--- src/rtl/keypad_pkg.sv ---
// Shared key-code definitions for the keypad scanner and the entry buffer.
package keypad_pkg;

    localparam logic [4:0] KEY_NONE = 5'b11111;
    localparam logic [4:0] KEY_STAR = 5'd16;
    localparam logic [4:0] KEY_ZERO = 5'd17;
    localparam logic [4:0] KEY_HASH = 5'd18;

    // Qualifier FSM states.
    typedef enum logic [1:0] {
        ST_IDLE = 2'd0,
        ST_QUAL = 2'd1,
        ST_HELD = 2'd2,
        ST_RELQ = 2'd3
    } qual_state_t;

    // A code is a real key: digits 1-13 plus *, 0 and #.
    function automatic logic is_valid_code(input logic [4:0] code);
        return ((code >= 5'd1) && (code <= 5'd13)) ||
               (code == KEY_STAR) || (code == KEY_ZERO) || (code == KEY_HASH);
    endfunction

    // Keys that contribute a hex nibble to the entry.
    function automatic logic is_digit_code(input logic [4:0] code);
        return ((code >= 5'd1) && (code <= 5'd13)) || (code == KEY_ZERO);
    endfunction

    // Hex nibble for a digit key; the 0 key has its own code.
    function automatic logic [3:0] code_to_nibble(input logic [4:0] code);
        return (code == KEY_ZERO) ? 4'h0 : code[3:0];
    endfunction

endpackage

--- src/rtl/key_qualifier.sv ---
// Press/release qualifier: a key is accepted once after STABLE_CYCLES
// identical samples and re-armed only after STABLE_CYCLES "none" samples.
module key_qualifier
    import keypad_pkg::*;
#(
    parameter int STABLE_CYCLES = 3
) (
    input  logic       clk,
    input  logic       rst,
    input  logic [4:0] decoded,
    output logic       accept_pulse,
    output logic [4:0] accepted_code
);

    localparam logic [3:0] STABLE_W = 4'(STABLE_CYCLES);

    qual_state_t state_q, state_d;
    logic [4:0]  cand_q, cand_d;
    logic [3:0]  cnt_q, cnt_d;
    logic [3:0]  cnt_inc;

    assign cnt_inc = cnt_q + 4'd1;

    // State, candidate and counter registers.
    always_ff @(posedge clk or posedge rst) begin
        if (rst) begin
            state_q <= ST_IDLE;
            cand_q  <= KEY_NONE;
            cnt_q   <= 4'd0;
        end else begin
            state_q <= state_d;
            cand_q  <= cand_d;
            cnt_q   <= cnt_d;
        end
    end

    // Next state; accept is combinational so the top acts on the same edge
    // that takes the final qualifying sample.
    always_comb begin
        state_d       = state_q;
        cand_d        = cand_q;
        cnt_d         = cnt_q;
        accept_pulse  = 1'b0;
        accepted_code = cand_q;
        case (state_q)
            ST_IDLE: begin
                cnt_d = 4'd0;
                if (is_valid_code(decoded)) begin
                    state_d = ST_QUAL;
                    cand_d  = decoded;
                    cnt_d   = 4'd1;
                end
            end
            ST_QUAL: begin
                if (decoded == cand_q) begin
                    cnt_d = cnt_inc;
                    if (cnt_inc == STABLE_W) begin
                        accept_pulse = 1'b1;
                        state_d      = ST_HELD;
                        cnt_d        = 4'd0;
                    end
                end else if (is_valid_code(decoded)) begin
                    cand_d = decoded;
                    cnt_d  = 4'd1;
                end else begin
                    state_d = ST_IDLE;
                    cnt_d   = 4'd0;
                end
            end
            ST_HELD: begin
                if (decoded == KEY_NONE) begin
                    state_d = ST_RELQ;
                    cnt_d   = 4'd1;
                end
            end
            ST_RELQ: begin
                if (decoded == KEY_NONE) begin
                    if (cnt_inc == STABLE_W) begin
                        state_d = ST_IDLE;
                        cnt_d   = 4'd0;
                    end else begin
                        cnt_d = cnt_inc;
                    end
                end else begin
                    // Release bounced: the key is still considered held.
                    state_d = ST_HELD;
                    cnt_d   = 4'd0;
                end
            end
            default: begin
                state_d = ST_IDLE;
                cnt_d   = 4'd0;
            end
        endcase
    end

endmodule

--- src/rtl/keypad_entry_buffer.sv ---
// Builds a multi-digit hex entry from qualified key presses:
// digits shift in at the low nibble, * clears, # commits.
module keypad_entry_buffer
    import keypad_pkg::*;
#(
    parameter int DIGITS        = 4,
    parameter int STABLE_CYCLES = 3
) (
    input  logic                  clk,
    input  logic                  rst,
    input  logic [4:0]            decoded,
    output logic [4*DIGITS-1:0]   entry,
    output logic [3:0]            digit_count,
    output logic [4*DIGITS-1:0]   committed,
    output logic                  commit_valid,
    output logic                  key_strobe,
    output logic [4:0]            key_code,
    output logic                  overflow
);

    localparam int         EW       = 4 * DIGITS;
    localparam logic [3:0] DIGITS_W = 4'(DIGITS);

    logic          accept_pulse;
    logic [4:0]    accepted_code;

    logic [EW-1:0] entry_q, entry_d;
    logic [3:0]    count_q, count_d;
    logic [EW-1:0] committed_q, committed_d;
    logic          commit_valid_q, commit_valid_d;
    logic          key_strobe_q, key_strobe_d;
    logic [4:0]    key_code_q, key_code_d;
    logic          overflow_q, overflow_d;

    key_qualifier #(
        .STABLE_CYCLES (STABLE_CYCLES)
    ) u_qual (
        .clk           (clk),
        .rst           (rst),
        .decoded       (decoded),
        .accept_pulse  (accept_pulse),
        .accepted_code (accepted_code)
    );

    // Entry/commit datapath; pulses default low and fire only on an accept.
    always_comb begin
        entry_d        = entry_q;
        count_d        = count_q;
        committed_d    = committed_q;
        commit_valid_d = 1'b0;
        key_strobe_d   = 1'b0;
        key_code_d     = key_code_q;
        overflow_d     = 1'b0;
        if (accept_pulse) begin
            key_strobe_d = 1'b1;
            key_code_d   = accepted_code;
            if (is_digit_code(accepted_code)) begin
                if (count_q < DIGITS_W) begin
                    entry_d = (entry_q << 4) | EW'(code_to_nibble(accepted_code));
                    count_d = count_q + 4'd1;
                end else begin
                    overflow_d = 1'b1;
                end
            end else if (accepted_code == KEY_STAR) begin
                entry_d = '0;
                count_d = 4'd0;
            end else if (accepted_code == KEY_HASH) begin
                // An empty entry is never committed.
                if (count_q != 4'd0) begin
                    committed_d    = entry_q;
                    commit_valid_d = 1'b1;
                    entry_d        = '0;
                    count_d        = 4'd0;
                end
            end
        end
    end

    // Output registers.
    always_ff @(posedge clk or posedge rst) begin
        if (rst) begin
            entry_q        <= '0;
            count_q        <= 4'd0;
            committed_q    <= '0;
            commit_valid_q <= 1'b0;
            key_strobe_q   <= 1'b0;
            key_code_q     <= KEY_NONE;
            overflow_q     <= 1'b0;
        end else begin
            entry_q        <= entry_d;
            count_q        <= count_d;
            committed_q    <= committed_d;
            commit_valid_q <= commit_valid_d;
            key_strobe_q   <= key_strobe_d;
            key_code_q     <= key_code_d;
            overflow_q     <= overflow_d;
        end
    end

    assign entry        = entry_q;
    assign digit_count  = count_q;
    assign committed    = committed_q;
    assign commit_valid = commit_valid_q;
    assign key_strobe   = key_strobe_q;
    assign key_code     = key_code_q;
    assign overflow     = overflow_q;

endmodule

--- config.mk ---
export PLATFORM = sky130hd
export DESIGN_NAME = keypad_entry_buffer
export DESIGN_NICKNAME = d
export VERILOG_FILES = /design/src/rtl/keypad_pkg.sv /design/src/rtl/key_qualifier.sv /design/src/rtl/keypad_entry_buffer.sv
export SDC_FILE = /design/constraint.sdc
export NUM_CORES = 1
export LEC_CHECK = 0
export CORE_AREA = 2 2 73 75
export DETAILED_ROUTE_END_ITERATION = 6
export DIE_AREA = 0 0 75 77
export DONT_BUFFER_PORTS = 1
export MAX_ROUTING_LAYER = met4
export PLACE_DENSITY = 0.77
export SLEW_MARGIN = 20
export SYNTH_ARGS = -nofsm -noshare
export SYNTH_HDL_FRONTEND = slang
export SYNTH_SLANG_ARGS = --single-unit
--- constraint.sdc ---
create_clock -name clk -period 3.45 [get_ports clk]
set_input_delay 0.1725 -clock clk [delete_from_list [all_inputs] [get_ports clk]]
set_output_delay 0.1725 -clock clk [all_outputs]
set_load 0.01 [all_outputs]
# Word-level counts from Yosys, hierarchy flattened
# Cells that the tools add are included.
# word_totals
reg_bits	55
input_bits	7
# op_classes
add_sub_neg	2
order_cmp	5
eq_ne	19
mux	40
bitwise	3
reduce_logical	15
# op_table
operator	count
$mux W16	5
$mux W4	10
$eq A5 B5 Y1 const B	7
$or A16 B4 Y16	1
$pmux W4 S4	1
$mux W2	7
$mux W1	13
$ge A5 B1 Y1 const B	2
$le A5 B4 Y1 const B	2
$mux W5	2
$pmux W5 S2	1
$reduce_and A5 Y1	2
$add A4 B1 Y4 const B	2
$pmux W2 S4	1
$ne A2 B1 Y1 const B	3
$ne A3 B3 Y1 const B	2
$reduce_bool A3 Y1	2
$eq A5 B5 Y1	1
$eq A2 B2 Y1 const B	2
$eq A4 B2 Y1 const B	1
$logic_or A1 B1 Y1	4
$lt A4 B3 Y1 const B	1
$reduce_and A4 Y1	1
$reduce_bool A4 Y1	1
other kinds (8)	10

# Depth between registers and ports, before layout
# Gate-level depths: netlist of run 1.
# logic_depth
ltp_word	8
mapped_depth	8
depth_no_buf	7

# By module
# Synthesis of run 1 repeated with hierarchy kept, for this count alone.
# unflattened
hier_cells	220
hier_area_um2	2596.2
# by_module_without_submodules
mod	instances	cells_each	area_per_inst_um2	seq_area_each_um2
keypad_entry_buffer	1	146	1901.8	1107.3
key_qualifier	1	74	694.4	281.5

# Worst setup path before layout of run 1
# OpenSTA, ideal clock, no wires.
# synth_timing
path_type	reg2reg
from	reg u_qual.cand_q[2] (netlist: u_qual.accepted_code[2])
to	reg entry_q[10] (netlist: entry[10])
setup_ps	79
t_arrival_ps	2175
t_required_ps	3371
setup_slack_ps	1195
stages_incl_launch_ff	8
cell_sequence	dfstp_2 > buf_2 > nor4_2 > nor2b_1 > a221o_1 > nor4_4 > buf_8 > mux2i_1
# synth_via
elab_chain_cells	5
word_cells_on_any_way	16
# synth_lines
element	line_no	source
start, declared	key_qualifier.sv:18	logic [4:0] cand_q, cand_d;
start signal, assigned	key_qualifier.sv:32	cand_q <= cand_d;
$ge A5 B1 Y1 / $le A5 B4 Y1 (equally long branches)	keypad_pkg.sv:25	return ((code >= 5'd1) && (code <= 5'd13)) || (code == KEY_ZERO);
$logic_and A1 B1 Y1	keypad_pkg.sv:25	
$logic_or A1 B1 Y1	keypad_pkg.sv:25	
$ne A2 B1 Y1 (no line) / $reduce_bool A3 Y1 (equally long branches)	--	
$reduce_and A4 Y1 (no line)	--	
end signal, assigned	keypad_entry_buffer.sv:90	entry_q <= entry_d;
end, declared	keypad_entry_buffer.sv:27	logic [EW-1:0] entry_q, entry_d;
# Parallel ways exist; a longest one is shown, timed or not.
# A chain may end at the register's enable or synchronous reset.

# Final worst setup path of run 1
# layout_timing
from	reg u_qual.cand_q[4] (netlist: u_qual.accepted_code[4])
to	reg entry_q[1] (netlist: entry[1])
# layout_via
elab_chain_cells	5
word_cells_on_any_way	19
# layout_lines
element	line_no
$ge A5 B1 Y1, or another cell as far along	keypad_pkg.sv:25
$logic_and A1 B1 Y1 / $mux W4 (equally long branches)	keypad_pkg.sv:25, keypad_pkg.sv:30
$logic_or A1 B1 Y1 / $or A16 B4 Y16 (equally long branches)	keypad_pkg.sv:25, keypad_entry_buffer.sv:59
$ne A2 B1 Y1 (no line), or another cell as far along	--
$reduce_and A4 Y1 (no line) / $mux W16 (equally long branches)	--
# Parallel ways exist; a longest one is shown, timed or not. The select of a mux whose other input is x is not followed.

==> results.json, run 1 <==
{
  "slew_viol_final": 0,
  "setup_slack_ns": 1.05,
  "grt_max_degree": 56,
  "area_delta_synth_final_pct": 7.70,
  "finalSetupViolCount": 0,
  "outcome": "finished clean",
  "clock_latency_ns": 0.31,
  "antenna_found_initial": 0,
  "drv_cap": 0,
  "min_period_over_period_pct": 69.5,
  "instances_no_fill": 312,
  "yosys.cell_types.count": 48,
  "dp.cells": 298,
  "path_class": "reg2reg",
  "drt-total-wl_um": 4890,
  "netlist_area_um2": 2660,
  "num-nets-final": 252,
  "cp.arrival_ns": 2.60,
  "drt-initial-drc-count": 140,
  "post-dp-hpwl_um": 3260,
  "fill_cells": 402,
  "n_antenna_cell": 0,
  "synth_edf_count": 0,
  "final_common_cell": "dfrtp_1",
  "postCtsSetupBuffers": 0,
  "period_needed_ns": 2.40,
  "grt_pass1_wl_um": 8090,
  "final_cell_mix": "dfrtp_1, nand2_1, inv_1",
  "die_h_um": 77,
  "clock_path_buffers": 2,
  "ys_seq_elements": 55,
  "grt_pass1_vias": 1699,
  "cp_max_fo": 17,
  "initial_core_util_pct": 53.5,
  "avgSynthCellArea_um2": 11.5,
  "dieArea_um2": 5780,
  "core_area_um2": 4980,
  "via_count": 1703,
  "cts.clk_slew.worst_paths_ns": 0.10,
  "cts.sinks": 55,
  "min_path_type": "in2reg",
  "io_buffers": 0,
  "drc": 0,
  "ys_seq_area_share_pct": 52.1,
  "tns_ns": 0,
  "synthCells": 232,
  "root_buffer": "clkbuf_8",
  "htreeDepth": 2,
  "drive_gt1_share_pct": 18.2,
  "rsz0062_at_grt": "false",
  "worst_pin_slew_ns": 0.664,
  "num_io_pins": 51,
  "start_kind": "register",
  "vias_per_cell": 5.46,
  "gp_congestion": 0.775,
  "cts_buffers": 5,
  "place_ws_ns": 1.09,
  "postCtsResizedCells": 0,
  "die_w_um": 75,
  "fin_hold_ws_ns": 0.242,
  "p_leak_nw": 1.36,
  "ant_nets": 0,
  "globalRouteTotalUtil_pct": 18.9,
  "clock_skew_ns": 0.00544,
  "async_reset_ff_share_pct": 100,
  "wl_per_cell_um": 15.7,
  "ys_warn_count": 0,
  "rows": 26,
  "finalHoldViolations": 0,
  "fmax_ghz": 0.417,
  "slew_headroom_pct": 55.8,
  "synthFlopType": "dfrtp_1",
  "crit_required_ns": 3.66,
  "fin_util_pct": 57.6,
  "cts_tree": "built",
  "power_density_nw_per_um2": 424,
  "ir_drop_mv": 0.181,
  "first_pass_iters": 4,
  "grt_overflow": 0,
  "critical_path.endpoint_type": "register",
  "synth_nets": 243
}
-- report_power, final --
| group | switching [mW] | internal [mW] |
|---|---|---|
| Combinational | 0.0826 | 0.0641 |
| Clock | 0.221 | 0.146 |
| Sequential | 0.0351 | 0.668 |
-- synthesized netlist by cell type (all sizes together) (2+ instances only) --
cell	count	area [um2]
dfrtp	45	1130
mux2	28	323
nand2	26	97.6
inv	24	90.1
mux2i	16	160
dfstp	10	263
nor2	10	37.5
a21oi	6	30.0
buf	6	52.5
nand3	5	25.0
a21o	4	30.0
ha	4	50.1
and2	3	18.8
nor3	3	15.0
nor4	3	40.0
or2	3	18.8
xnor2	3	26.3
xor2	3	26.3
a21boi	2	15.0
a221o	2	20.0
a32o	2	20.0
nand2b	2	12.5
nor2b	2	12.5
nor3b	2	15.0
o21ai	2	10.0
-- cell families (layout without fill, tap and decap cells) --
logic type | after synthesis | after routing | share of synthesized area [%]
simple gates | 63 | 63 | 12.2
compound gates | 29 | 29 | 8.22
fa+ha+maj | 4 | 4 | 1.88
buf+inv | 31 | 41 | 5.50
xor+xnor | 6 | 6 | 1.97
flops | 55 | 55 | 52.1
mux | 44 | 44 | 18.1
-- routing by layer --
layer / global-route usage [%] / part of all wire, % / up-vias
met5: - / 0 / -
met4: 8.04 / 2.2 / 0
met3: 5.65 / 4.8 / 8
met2: 27.4 / 46 / 38
met1: 24.7 / 47 / 851
li1: - / - / 806
-- sequential cells by signal (all words and copies together) (netlist names) --
name	count
overflow	1
key_code	5
commit_valid	1
u_qual.state_q	2
u_qual.cnt_q	4
committed	16
entry	16
key_strobe	1
digit_count	4
u_qual.accepted_code	5
-- area by class of cell --
class | instances | area (um2) | area share [%]
clock inverter | 2 | 16.3 | 0.567
clock buffer | 6 | 72.6 | 2.53
sequential | 55 | 1390 | 48.4
multi-input combinational | 146 | 1130 | 39.3
inverter | 24 | 92.6 | 3.23
tap | 70 | 87.6 | 3.05
timing repair buffer | 9 | 82.6 | 2.88
-- timing repair --
item | in CTS | in global routing
hold buffers | 1 | 5
endpoints found under the setup margin | 0 | 0
hold endpoints to repair | 45 | 5
-- worst max-delay path: stages (launching register included) --
cell	delay, ns
dfstp_2	0.64
xor2_1	0.10
nor3_1	0.35
nand2_1	0.27
nor4_4	0.27
buf_4	0.34
mux2_4	0.33
-- through the flow --
step                      instance area [um2]  power (mW)
after floorplan                          2660       0.830
after global placement                   2720       0.852
after detailed placement                 2720       0.855
after CTS                                2820        1.22
after global routing                     2870        1.28
final                                    2870        1.22
-- path summary, 6_finish.rpt --
kind,slack (ns),endpoint,cells after the start,startpoint
worst max-delay path,1.05,entry[1],6,u_qual.accepted_code[4]
worst min-delay path,0.24,u_qual.state_q[1],4,decoded[1]
worst max register to register,1.05,entry[1],6,u_qual.accepted_code[4]
worst min register to register,0.53,u_qual.cnt_q[2],1,u_qual.cnt_q[2]
max in group asynchronous,2.57,u_qual.state_q[1],2,rst
min in group asynchronous,0.44,committed[11],2,rst
Power figures use the tool's default switching activity.
==> run 2, diff against run 1 <==
==> constraint.sdc (replaced) <==
create_clock -name clk -period 2.5 [get_ports clk]
set_input_delay 0.125 -clock clk [delete_from_list [all_inputs] [get_ports clk]]
set_output_delay 0.125 -clock clk [all_outputs]
set_load 0.01 [all_outputs]
==> run 2 against run 1 <==
Compared with the run above:
- first-iteration DRC count decreased by 2.1%
- power increased by 37%
- sequential share of layout area is 0.71 points lower
- clock power is 34% higher
- global-route usage increased by 0.23 points
- critical path depth grew 2
- flip-flop and latch count did not move
- sequential power rose by 38%
- fmax increased by 5.8%
- worst setup slack worse by 0.82 ns
- clock skew increased by 0.00050 ns
==> results.json, run 2 (synthesis results as in run 1) <==
{
  "cts_buffers": 5,
  "rows": 26,
  "clock_latency_ns": 0.31,
  "switchingPower_mw": 0.454,
  "power_frac_comb_pct": 12.6,
  "cts.sinks": 55,
  "gp_congestion": 0.833,
  "num-nets-final": 256,
  "finalSetupViolCount": 0,
  "cp.arrival_ns": 2.46,
  "fin_util_pct": 58.5,
  "gr-usage-met3_pct": 5.65,
  "grt_max_degree": 50,
  "regArea_um2": 1390,
  "ir_drop_mv": 0.298,
  "tns_ns": 0,
  "power_density_nw_per_um2": 574,
  "setup_slack_ns": 0.235,
  "r2r_start": "digit_count[0]",
  "area_delta_synth_final_pct": 9.30,
  "critPathSlowestCell": "dfrtp_1",
  "final_cell_mix": "dfrtp_1, nand2_1, inv_1",
  "htreeDepth": 2,
  "cpLargestDelayFamily": "flip-flops",
  "n_antenna_cell": 0,
  "multi_input_area_um2": 1130,
  "path_class": "reg2reg",
  "place_area_um2": 2760,
  "path_buf_inv": 2,
  "finalHoldViolations": 0,
  "place_ws_ns": 0.252,
  "first_pass_iters": 4,
  "seqPwrFrac_pct": 58.0,
  "final_common_cell": "dfrtp_1",
  "crit_required_ns": 2.70,
  "ff2ff_setup_slack_ns": 0.23,
  "dieArea_um2": 5780,
  "grt_overflow": 0,
  "ant_nets": 0,
  "outcome": "finished clean",
  "critical_path.endpoint_type": "register",
  "cp_max_fo": 17,
  "r2r_end": "entry[1]",
  "worstHoldStart": "decoded[0]",
  "initial_core_util_pct": 53.5,
  "drt-initial-drc-count": 137,
  "vias_per_cell": 5.38,
  "root_buffer": "clkbuf_8",
  "core_area_um2": 4980,
  "slew_headroom_pct": 45.6,
  "cts.clk_slew.worst_paths_ns": 0.10,
  "num_io_pins": 51,
  "grt_pass1_wl_um": 8290,
  "die_h_um": 77,
  "drive_gt1_share_pct": 19.5,
  "io_buffers": 0,
  "drt-total-wl_um": 4860,
  "cts_tree": "built",
  "busiest_layer": "met2",
  "min_path_cells": 4,
  "globalRouteTotalUtil_pct": 19.2,
  "grt_pass1_vias": 1717,
  "clock_power_share_pct": 29.4,
  "slew_viol_final": 0,
  "post-dp-hpwl_um": 3390,
  "drc": 0,
  "p_leak_nw": 1.39,
  "fill_cells": 418,
  "worst_pin_slew_ns": 0.814,
  "period_needed_ns": 2.27,
  "power_mw": 1.67,
  "min_path_type": "in2reg",
  "clock_path_buffers": 2,
  "reg2reg_depth": 8,
  "antenna_found_initial": 0,
  "grt_use_met2_pct": 28.5,
  "rsz0062_at_grt": "false",
  "holdPathEnd": "u_qual.state_q[1]",
  "swShare_pct": 27.2,
  "cp_cell_sequence": "inv_1, ha_1, nand2_1, o31ai_1, a221o_1, nor4_4, buf_12, mux2_4",
  "postCtsResizedCells": 0,
  "fmax_ghz": 0.441,
  "via_count": 1700,
  "min_period_over_period_pct": 90.6,
  "drv_cap": 0,
  "final_cell_area_um2": 2910,
  "wl_per_cell_um": 15.4,
  "p_int_mw": 1.22,
  "cpPeakStageDelay_ns": 0.44,
  "clock_skew_ns": 0.00594,
  "die_w_um": 75,
  "gr-usage-met1_pct": 25.7,
  "start_kind": "register"
}
[run 2: cell types whose count changed in the layout (fill, tap and decap cells not counted), sizes merged]
cell,before,now
clkinv,0,3
buf,3,7
clkinvlp,1,0
inv,25,23
[run 2: per-layer routing]
metal / share of wire (%) / vias to the layer above
met4: 1.2 / 0
met3: 4.7 / 4
li1: - / 823
met2: 48 / 37
met1: 46 / 836
met5: 0 / -
[run 2: area by class of cell]
| class | instances | share of cell area (%) |
|---|---|---|
| Tap cell | 70 | 3.01 |
| Timing Repair Buffer | 13 | 4.30 |
| Multi-Input combinational cell | 146 | 38.8 |
| Clock buffer | 6 | 2.49 |
| Inverter | 24 | 3.14 |
| Clock inverter | 2 | 0.602 |
| Sequential cell | 55 | 47.7 |
[run 2: power by group through the flow]
stage	clock network, mW	registers, mW	logic (mW)
6_report	0.492	0.969	0.210
5_1_grt	0.544	0.976	0.238
4_1_cts	0.506	0.968	0.210
3_5_place_dp	0	0.985	0.201
3_3_place_gp	0	0.983	0.197
2_1_floorplan	0	0.953	0.193
[run 2: repair_timing]
action	CTS	global route
hold endpoints to repair	50	0
buffers inserted	0	0
hold buffers	6	0
[run 2: how the worst max path moves through the flow]
stage	endpoint	start	cells after the start
after global placement	entry[1]	digit_count[0]	8
final	entry[1]	digit_count[0]	8
after floorplan	entry[10]	u_qual.accepted_code[2]	7
after CTS	entry[1]	u_qual.cnt_q[0]	7
after detailed placement	entry[0]	digit_count[0]	8
after global routing	entry[1]	u_qual.cnt_q[0]	7
[run 2: worst reg2reg max path, stage by stage, from the launching register on]
cell and delay [ns]:
dfrtp_1 0.44, inv_1 0.09, ha_1 0.23, nand2_1 0.07
o31ai_1 0.06, a221o_1 0.38, nor4_4 0.35, buf_12 0.22
mux2_4 0.31
[run 2: metrics by stage]
stage / hold slack [ns] / std cells
2_1_floorplan: 0.276 / 232
3_3_place_gp: 0.278 / 302
3_5_place_dp: 0.280 / 302
4_1_cts: 0.156 / 316
5_1_grt: 0.219 / 316
6_report: 0.159 / 316
